**config.mk**
```make
export PLATFORM = sky130hd
export DESIGN_NAME = piso_serializer_flat
export DESIGN_NICKNAME = d
export VERILOG_FILES = /design/src/rtl/piso_serializer_pkg.sv /design/src/rtl/piso_serializer_if.sv /design/src/rtl/piso_serializer_bit_counter.sv /design/src/rtl/piso_serializer.sv /design/src/flat_wrapper.sv
export SDC_FILE = /design/constraint.sdc
export NUM_CORES = 1
export LEC_CHECK = 0
export BUFFER_PORTS_ARGS = -buffer_cell sky130_fd_sc_hd__buf_2
export CORE_MARGIN = 8
export CORE_UTILIZATION = 32
export CTS_CLUSTER_DIAMETER = 50
export DETAILED_ROUTE_END_ITERATION = 8
export PLACE_DENSITY = 0.58
export SLEW_MARGIN = 0
export SYNTH_ARGS = -nofsm -noshare
export SYNTH_HDL_FRONTEND = slang
export SYNTH_SLANG_ARGS = --single-unit
```
**constraint.sdc**
```tcl
create_clock -name clk -period 4.5 [get_ports clk]
set_clock_uncertainty 0.05 [all_clocks]
set_input_delay 0.675 -clock clk [delete_from_list [all_inputs] [get_ports clk]]
set_output_delay 0.675 -clock clk [all_outputs]
set_load 0.005 [all_outputs]
```
**src/rtl/piso_serializer_pkg.sv**
```systemverilog
// serializer_pkg: shared types and helpers for the PISO serializer.
//   ser_state_t  : FSM states (IDLE, SHIFT, PARITY)
//   cnt_width()  : bit-counter width for a given word width
//   frame_len()  : cycles per frame (WIDTH, or WIDTH+1 with SERIAL_PARITY_EN)
//   even_parity(): XOR reduction of a word (words up to 32 bits)
// Optional feature macro: SERIAL_PARITY_EN (appends an even-parity bit).
package serializer_pkg;

  typedef enum logic [1:0] {
    IDLE,
    SHIFT,
    PARITY
  } ser_state_t;

  // Counter must be able to hold WIDTH itself (the parity slot index).
  function automatic int cnt_width(input int width);
    return $clog2(width + 1);
  endfunction

  function automatic int frame_len(input int width);
`ifdef SERIAL_PARITY_EN
    return width + 1;
`else
    return width;
`endif
  endfunction

  function automatic logic even_parity(input logic [31:0] word);
    return ^word;
  endfunction

endpackage

```
**src/rtl/piso_serializer_if.sv**
```systemverilog
// piso_serializer_if: word handshake and serial output bundle.
//   din, din_valid : parallel word offered by the source
//   din_ready      : serializer accepts din on this edge
//   sdr, sdr_valid : serial bit and its frame-bit qualifier
//   busy, done     : frame in progress / final frame bit on sdr
// Modports: master = word source / serial sink side, slave = serializer.
interface piso_serializer_if #(
  parameter int WIDTH = 4
);
  logic [WIDTH-1:0] din;
  logic             din_valid;
  logic             din_ready;
  logic             sdr;
  logic             sdr_valid;
  logic             busy;
  logic             done;

  modport master (
    output din, din_valid,
    input  din_ready, sdr, sdr_valid, busy, done
  );

  modport slave (
    input  din, din_valid,
    output din_ready, sdr, sdr_valid, busy, done
  );
endinterface

```
**src/rtl/piso_serializer_bit_counter.sv**
```systemverilog
// ser_bit_counter: frame bit index counter.
//   clk, clrb : clock, asynchronous active-low reset
//   clr       : restart at 0 (new frame accepted); wins over inc
//   inc       : advance to the next bit
//   last      : index == LAST (final frame bit on sdr)
//   penult    : index == LAST-1 (next bit is the final one)
module ser_bit_counter #(
  parameter int CW   = 3,
  parameter int LAST = 3
) (
  input  logic clk,
  input  logic clrb,
  input  logic clr,
  input  logic inc,
  output logic last,
  output logic penult
);
  logic [CW-1:0] cnt;

  always_ff @(posedge clk or negedge clrb) begin
    if (!clrb) begin
      cnt <= '0;
    end else if (clr) begin
      cnt <= '0;
    end else if (inc) begin
      cnt <= cnt + 1'b1;
    end
  end

  assign last   = (cnt == CW'(LAST));
  assign penult = (cnt == CW'(LAST - 1));
endmodule

```
**src/rtl/piso_serializer.sv**
```systemverilog
// piso_serializer: parallel-in, serial-out transmitter, LSB first.
//   clk  : clock, all state changes on posedge
//   clrb : asynchronous active-low reset
//   bus  : piso_serializer_if.slave (din/din_valid/din_ready handshake,
//          registered sdr/sdr_valid/busy/done outputs)
// Parameters: WIDTH (bits per word, >=2, <=32), IDLE_LEVEL (sdr when idle).
// Optional feature macro: SERIAL_PARITY_EN adds an even-parity bit after
// the data bits; done and the early din_ready then move to that cycle.
module piso_serializer
  import serializer_pkg::*;
#(
  parameter int   WIDTH      = 4,
  parameter logic IDLE_LEVEL = 1'b0
) (
  input  logic                   clk,
  input  logic                   clrb,
  piso_serializer_if.slave       bus
);
  localparam int CW        = cnt_width(WIDTH);
  localparam int FRAME_LEN = frame_len(WIDTH);

  ser_state_t       state, state_nx;
  logic [WIDTH-1:0] shreg, shreg_nx;
  logic             sdr_q, sdr_nx;
  logic             vld_q, vld_nx;
  logic             busy_q, busy_nx;
  logic             done_q, done_nx;
  logic             cnt_clr, cnt_inc, cnt_last, cnt_penult;
  logic             ready, accept;
`ifdef SERIAL_PARITY_EN
  logic             par, par_nx;
`endif

  // Counter index tracks the bit currently on sdr, across the whole frame
  // (parity slot included), so last marks the final frame bit in both builds.
  ser_bit_counter #(
    .CW   (CW),
    .LAST (FRAME_LEN - 1)
  ) u_cnt (
    .clk    (clk),
    .clrb   (clrb),
    .clr    (cnt_clr),
    .inc    (cnt_inc),
    .last   (cnt_last),
    .penult (cnt_penult)
  );

  // Ready while idle or while the final bit is out, so a new word can
  // follow with no bubble. Held low during reset.
  assign ready  = clrb && ((state == IDLE) || ((state != IDLE) && cnt_last));
  assign accept = bus.din_valid && ready;

  always_comb begin
    state_nx = state;
    shreg_nx = shreg;
    sdr_nx   = IDLE_LEVEL;
    vld_nx   = 1'b0;
    busy_nx  = 1'b0;
    done_nx  = 1'b0;
    cnt_clr  = 1'b0;
    cnt_inc  = 1'b0;
`ifdef SERIAL_PARITY_EN
    par_nx   = par;
`endif
    if (accept) begin
      // Bit 0 goes straight to the output register; shreg keeps the rest.
      state_nx = SHIFT;
      shreg_nx = bus.din >> 1;
      sdr_nx   = bus.din[0];
      vld_nx   = 1'b1;
      busy_nx  = 1'b1;
      cnt_clr  = 1'b1;
`ifdef SERIAL_PARITY_EN
      par_nx   = even_parity(32'(bus.din));
`endif
    end else begin
      case (state)
        SHIFT: begin
`ifdef SERIAL_PARITY_EN
          // penult here means the last data bit is out; parity follows.
          if (cnt_penult) begin
            state_nx = PARITY;
            sdr_nx   = par;
          end else begin
            sdr_nx   = shreg[0];
            shreg_nx = shreg >> 1;
          end
          vld_nx  = 1'b1;
          busy_nx = 1'b1;
          cnt_inc = 1'b1;
          done_nx = cnt_penult;
`else
          if (!cnt_last) begin
            sdr_nx   = shreg[0];
            shreg_nx = shreg >> 1;
            vld_nx   = 1'b1;
            busy_nx  = 1'b1;
            cnt_inc  = 1'b1;
            done_nx  = cnt_penult;
          end else begin
            state_nx = IDLE;
          end
`endif
        end
        PARITY:  state_nx = IDLE;
        default: state_nx = IDLE;
      endcase
    end
  end

  always_ff @(posedge clk or negedge clrb) begin
    if (!clrb) begin
      state  <= IDLE;
      shreg  <= '0;
      sdr_q  <= IDLE_LEVEL;
      vld_q  <= 1'b0;
      busy_q <= 1'b0;
      done_q <= 1'b0;
`ifdef SERIAL_PARITY_EN
      par    <= 1'b0;
`endif
    end else begin
      state  <= state_nx;
      shreg  <= shreg_nx;
      sdr_q  <= sdr_nx;
      vld_q  <= vld_nx;
      busy_q <= busy_nx;
      done_q <= done_nx;
`ifdef SERIAL_PARITY_EN
      par    <= par_nx;
`endif
    end
  end

  assign bus.din_ready = ready;
  assign bus.sdr       = sdr_q;
  assign bus.sdr_valid = vld_q;
  assign bus.busy      = busy_q;
  assign bus.done      = done_q;
endmodule

```
**src/flat_wrapper.sv**
```systemverilog
// flat-port wrapper written by rule: the top's interface ports become plain ports
module piso_serializer_flat import serializer_pkg::*;
#(
  parameter int   WIDTH      = 4,
  parameter logic IDLE_LEVEL = 1'b0
)
  (clk, clrb, bus_din, bus_din_valid, bus_din_ready, bus_sdr, bus_sdr_valid, bus_busy, bus_done);
  piso_serializer_if #(.WIDTH(WIDTH)) bus_i ();
  input  logic clk;
  input  logic clrb;
  input wire logic [$bits(bus_i.din)-1:0] bus_din;
  input wire logic [$bits(bus_i.din_valid)-1:0] bus_din_valid;
  output wire logic [$bits(bus_i.din_ready)-1:0] bus_din_ready;
  output wire logic [$bits(bus_i.sdr)-1:0] bus_sdr;
  output wire logic [$bits(bus_i.sdr_valid)-1:0] bus_sdr_valid;
  output wire logic [$bits(bus_i.busy)-1:0] bus_busy;
  output wire logic [$bits(bus_i.done)-1:0] bus_done;
  assign bus_i.din = bus_din;
  assign bus_i.din_valid = bus_din_valid;
  assign bus_din_ready = bus_i.din_ready;
  assign bus_sdr = bus_i.sdr;
  assign bus_sdr_valid = bus_i.sdr_valid;
  assign bus_busy = bus_i.busy;
  assign bus_done = bus_i.done;
  piso_serializer #(.WIDTH(WIDTH), .IDLE_LEVEL(IDLE_LEVEL)) u_core (.clk(clk), .clrb(clrb), .bus(bus_i));
endmodule
```
======== Word-level counts from Yosys, hierarchy flattened ========
Index checks and enable logic that the tools add are counted.
storage, ports and cells
  flip-flop bits (word level) ............. 12
  output and inout port bits .............. 5
  bits of input ports ..................... 7
operators by class
  equality and inequality tests ........... 5
  multiplexer cells ....................... 19
  reductions and logical operators ........ 9
  add/sub/neg operators ................... 1
operator list
  kind                                                              count
  4-bit two-way mux                                                 3
  1-bit two-way mux                                                 11
  3-bit by 2-bit == test with 1-bit output (second input constant)  2
  2-bit two-way mux                                                 3
  3-bit two-way mux                                                 2
  2-bit nonzero test                                                3
  3-bit by 1-bit adder with 3-bit output (second input constant)    1
  1-bit logical AND                                                 3
  3-bit by 1-bit != test with 1-bit output (second input constant)  1
  2-bit by 1-bit == test with 1-bit output (second input constant)  1
  2-bit zero test                                                   1
  2-bit != test (second input constant)                             1
  2-bit AND reduction                                               1
  1-bit logical OR                                                  1

======== Depth between registers and ports, before layout ========
  depth after elaboration ................. 8
  mapped depth ............................ 6
  mapped depth without buffers ............ 5

======== Hierarchy ========
A second synthesis with hierarchy kept.
unflattened totals
  cell total of the unflattened synthesis .. 48
  area, all modules ....................... 514.2 sq um
by module, submodules not included
  module           instances  cells each  area each (sq um)
  piso_serializer  1          32          341.6
  ser_bit_counter  1          16          172.7

======== Worst setup path before layout ========
Ideal clock, no wire load.
  path type ............................... reg2out
  from .................................... reg u_core.u_cnt.cnt[0]
  to ...................................... out bus_din_ready
  setup slack ............................. 2.578 ns
  data arrival time ....................... 1.197 ns
  stages on the path, launching flop included .. 5
  path buffers ............................ 0
  required time ........................... 3.775 ns
  cells stage by stage .................... dfrtp_1 > ha_1 > ha_1 > or2b_4 > and2_1
on the way
  longest elaborated chain between the ends .. 4
RTL lines
  what                                      line                               RTL
  from (decl)                               piso_serializer_bit_counter.sv:18  logic [CW-1:0] cnt;
  from (signal assigned)                    piso_serializer_bit_counter.sv:26  cnt <= cnt + 1'b1;
  3-bit by 2-bit == test with 1-bit output  piso_serializer_bit_counter.sv:30  assign last = (cnt == CW'(LAST));
  1-bit logical AND                         piso_serializer.sv:50              assign ready = clrb && ((state == IDLE) || ((state != IDLE) && cnt_last));
  1-bit logical OR                          piso_serializer.sv:50
  1-bit logical AND                         piso_serializer.sv:50
  to (decl)                                 flat_wrapper.sv:13                 output wire logic [$bits(bus_i.din_ready)-1:0] bus_din_ready;
No other way between the ends.

======== Final worst setup path ========
Ends and elaborated chain as after synthesis.

==> impl_metrics.csv <==
group,metric,value,unit
run_status,status,"finished, final reports clean",
global_route,grt_pass1_vias,295,
yosys,synth_top_area_cell,"dfrtp_1",
power_and_ir_drop,power.density,615,mW/mm2
clocking,ctsResizeCount,0,
global_route,grt_usage,0.0586,
sta,setup_tns,0,ns
global_route,overflow,0,
yosys,synth.yosys.seq_area_share,0.563,
die,die_area,0.00284,mm2
place,numPortBuffers,11,
sta,fmax,424,MHz
place,dp.cells,64,
setup_path,cp_max_fo,8,
sta,slew_violations,0,
global_route,grt_max_degree,14,
yosys,yosysUniqueCellTypes,18,
yosys,synth_xor_area_frac,0,
setup_path,ff2ff_path_depth,5,
die,fp.dieH,53.3,um
clocking,cts_hold_buf,0,
setup_path,cp_data_required_time,3.77,ns
route,ant_nets,0,
yosys,synth_top_family_by_area,"simple AND/OR/NAND/NOR gates",
sta,finalHoldViolCount,0,
clocking,clock_latency,0.25,ns
die,rows,13,
setup_path,rrSetupSlack,2.86,ns
global_route,antenna_found_initial,0,
yosys,synth_fa_ha_area_frac,0.0845,
clocking,numCtsBuffers,3,
die,fp.dieW,53.3,um
global_route,busiest_layer,"met1",
yosys,synthTopCellsByArea,"dfrtp_1, ha_1, mux2i_1",
setup_path,critPathLaunchType,"flop",
yosys,ys_warn_count,0,
sta,hold_slack,0.238,ns
yosys,synthMuxAreaShare,0.0451,
clocking,path_clk_slew,0.06,ns
route,drt_iter0_drc,2,
route,post-route-drc-count,0,
clocking,clock-sinks,10,
setup_path,crit_arrival,1.63,ns
yosys,yosys.area_share.simple,0.166,
clocking,htree_levels,1,
yosys,synthCells,40,
setup_path,cp-end-kind,"output port",
cells_and_area,area_growth,18.3,%
place,gp_congestion,0.679,
cells_and_area,layout.nets,64,
yosys,synth_area,444,um2
sta,max_slew.worst_pin.slew,0.462,ns
sta,setup_viol,0,
sta,relSlewSlack,0.692,
cells_and_area,regArea,250,um2
clocking,cts_tree,"done",
route,drt-pass1-iter-count,3,
cells_and_area,drive_gt1_frac,0.308,
route,vias,305,
cells_and_area,num_antenna_cells,0,
yosys,synth_compound_area_frac,0.0901,
setup_path,worstReg2RegEnd,"u_core.bus.sdr$_DFF_PN0_",
yosys,avgSynthCellArea,11.1,um2
clocking,cts_root_buf,"clkbuf_4",
route,wl_per_cell,10.2,um
cells_and_area,multi_input_area,171,um2
setup_path,worst-setup-path-type,"flop to output port",
place,hpwl,535,um
route,viasPerCell,4.55,
place,post-place-ws,2.43,ns
clocking,clk_path_buf_depth,2,
min_path,hold_path_class,"input pin to asynchronous set/reset pin",
cells_and_area,instances_no_fill,67,
global_route,grtUsageMet3,0.0252,
sta,fin_ws,2.14,ns
sta,fin_crit,2.36,ns
global_route,grt_use_met1,0.0775,
power_and_ir_drop,peakVddDrop,0.000238,V
die,io_pins,12,
yosys,synth_seq_cells,10,
yosys,synth_top_area_frac,0.563,
cells_and_area,fillCellCount,135,
sta,grt_setup_unrepaired,"false",
die,initial_core_util,0.341,
clocking,post_cts_buffers,0,
job,maxCapViolations,0,
yosys,syn_nets,50,
global_route,use_met2,0.0684,
power_and_ir_drop,p_leak,0.000274,uW
global_route,grt_pass1_wl,1210,um
route,routed_wl,683,um
die,core_region_area,0.00130,mm2
cells_and_area,fin_util,0.404,
sta,fin_crit_sh,0.524,
setup_path,reg2reg_from,"u_core.u_cnt.cnt[0]$_DFFE_PN0P_",
-- state kept, by name, summed over array words and instances, names as in the netlist --
| register | count |
|---|---|
| u_core.bus.sdr_valid | 1 |
| u_core.bus.done | 1 |
| u_core.shreg | 3 |
| u_core.u_cnt.cnt | 3 |
| u_core.bus.sdr | 1 |
| u_core.state | 1 |
-- worst max-delay path, cell delays in order, from the launching register on --
cell	delay, ns
dfrtp_1	0.41
ha_1	0.22
ha_1	0.20
or2b_4	0.29
and2_1	0.16
buf_2	0.12
-- stage by stage --
step / power (uW) / cell area, um2
4_1_cts: 328 / 526
5_1_grt: 358 / 526
3_5_place_dp: 268 / 503
2_1_floorplan: 242 / 444
6_report: 323 / 526
3_3_place_gp: 270 / 503
-- cells in the mapped netlist --
cell type,number
a21oi_1,1
a22o_1,1
and2_1,1
and3_1,1
buf_4,2
dfrtp_1,10
ha_1,3
inv_1,2
mux2i_1,2
nand2_1,5
nand2_2,1
nand3_1,3
nor2_1,1
nor2b_1,1
o21ai_0,3
o21ai_1,1
o22ai_1,1
or2b_4,1
-- how the worst max path moves through the flow --
stage | end | slack [ns] | startpoint | depth (start not counted)
6_report | bus_din_ready | 2.14 | u_core.u_cnt.cnt[0]$_DFFE_PN0P_ | 5
3_5_place_dp | bus_din_ready | 2.43 | u_core.u_cnt.cnt[0]$_DFFE_PN0P_ | 5
4_1_cts | bus_din_ready | 2.14 | u_core.u_cnt.cnt[0]$_DFFE_PN0P_ | 5
2_1_floorplan | bus_din_ready | 2.58 | u_core.u_cnt.cnt[0]$_DFFE_PN0P_ | 4
3_3_place_gp | bus_din_ready | 2.44 | u_core.u_cnt.cnt[0]$_DFFE_PN0P_ | 5
5_1_grt | bus_din_ready | 2.07 | u_core.u_cnt.cnt[0]$_DFFE_PN0P_ | 5
-- per-layer routing --
metal | part of all wire | vias to the layer above
met5 | 0 | -
met4 | 0 | 0
met3 | 0.095 | 0
met2 | 0.41 | 9
met1 | 0.50 | 138
li1 | - | 158
-- power breakdown --
part	leakage, uW	internal (uW)	switching (uW)
Combinational	0.000135	57.5	64.1
Clock	0.0000138	30.7	26.7
Sequential	0.000125	127	16.9
Total	0.000274	216	108
-- area by class of cell --
| type | count | area share |
|---|---|---|
| timing repair buffer | 11 | 0.105 |
| sequential | 10 | 0.476 |
| inverter | 2 | 0.0143 |
| multi-input combinational | 26 | 0.326 |
| tap | 15 | 0.0357 |
| clock buffer | 3 | 0.0429 |
-- cells in the final DEF, fill, tap and decap left out, types with 2 or more instances in the layout --
cell      count
inv_1         2
o21ai_0       3
nand2_1       5
clkbuf_4      3
mux2i_1       2
nand3_1       3
dfrtp_1      10
buf_2        11
ha_1          3
-- logic make-up (layout without fill, tap and decap cells) --
logic type / after synthesis / after routing
adders and majority gates: 3 / 3
AOI/OAI and AO/OA: 7 / 7
DFF: 10 / 10
and+or+nand+nor: 14 / 14
buffers and inverters: 4 / 16
muxes: 2 / 2
No activity file was read; power rests on OpenSTA's default activity.
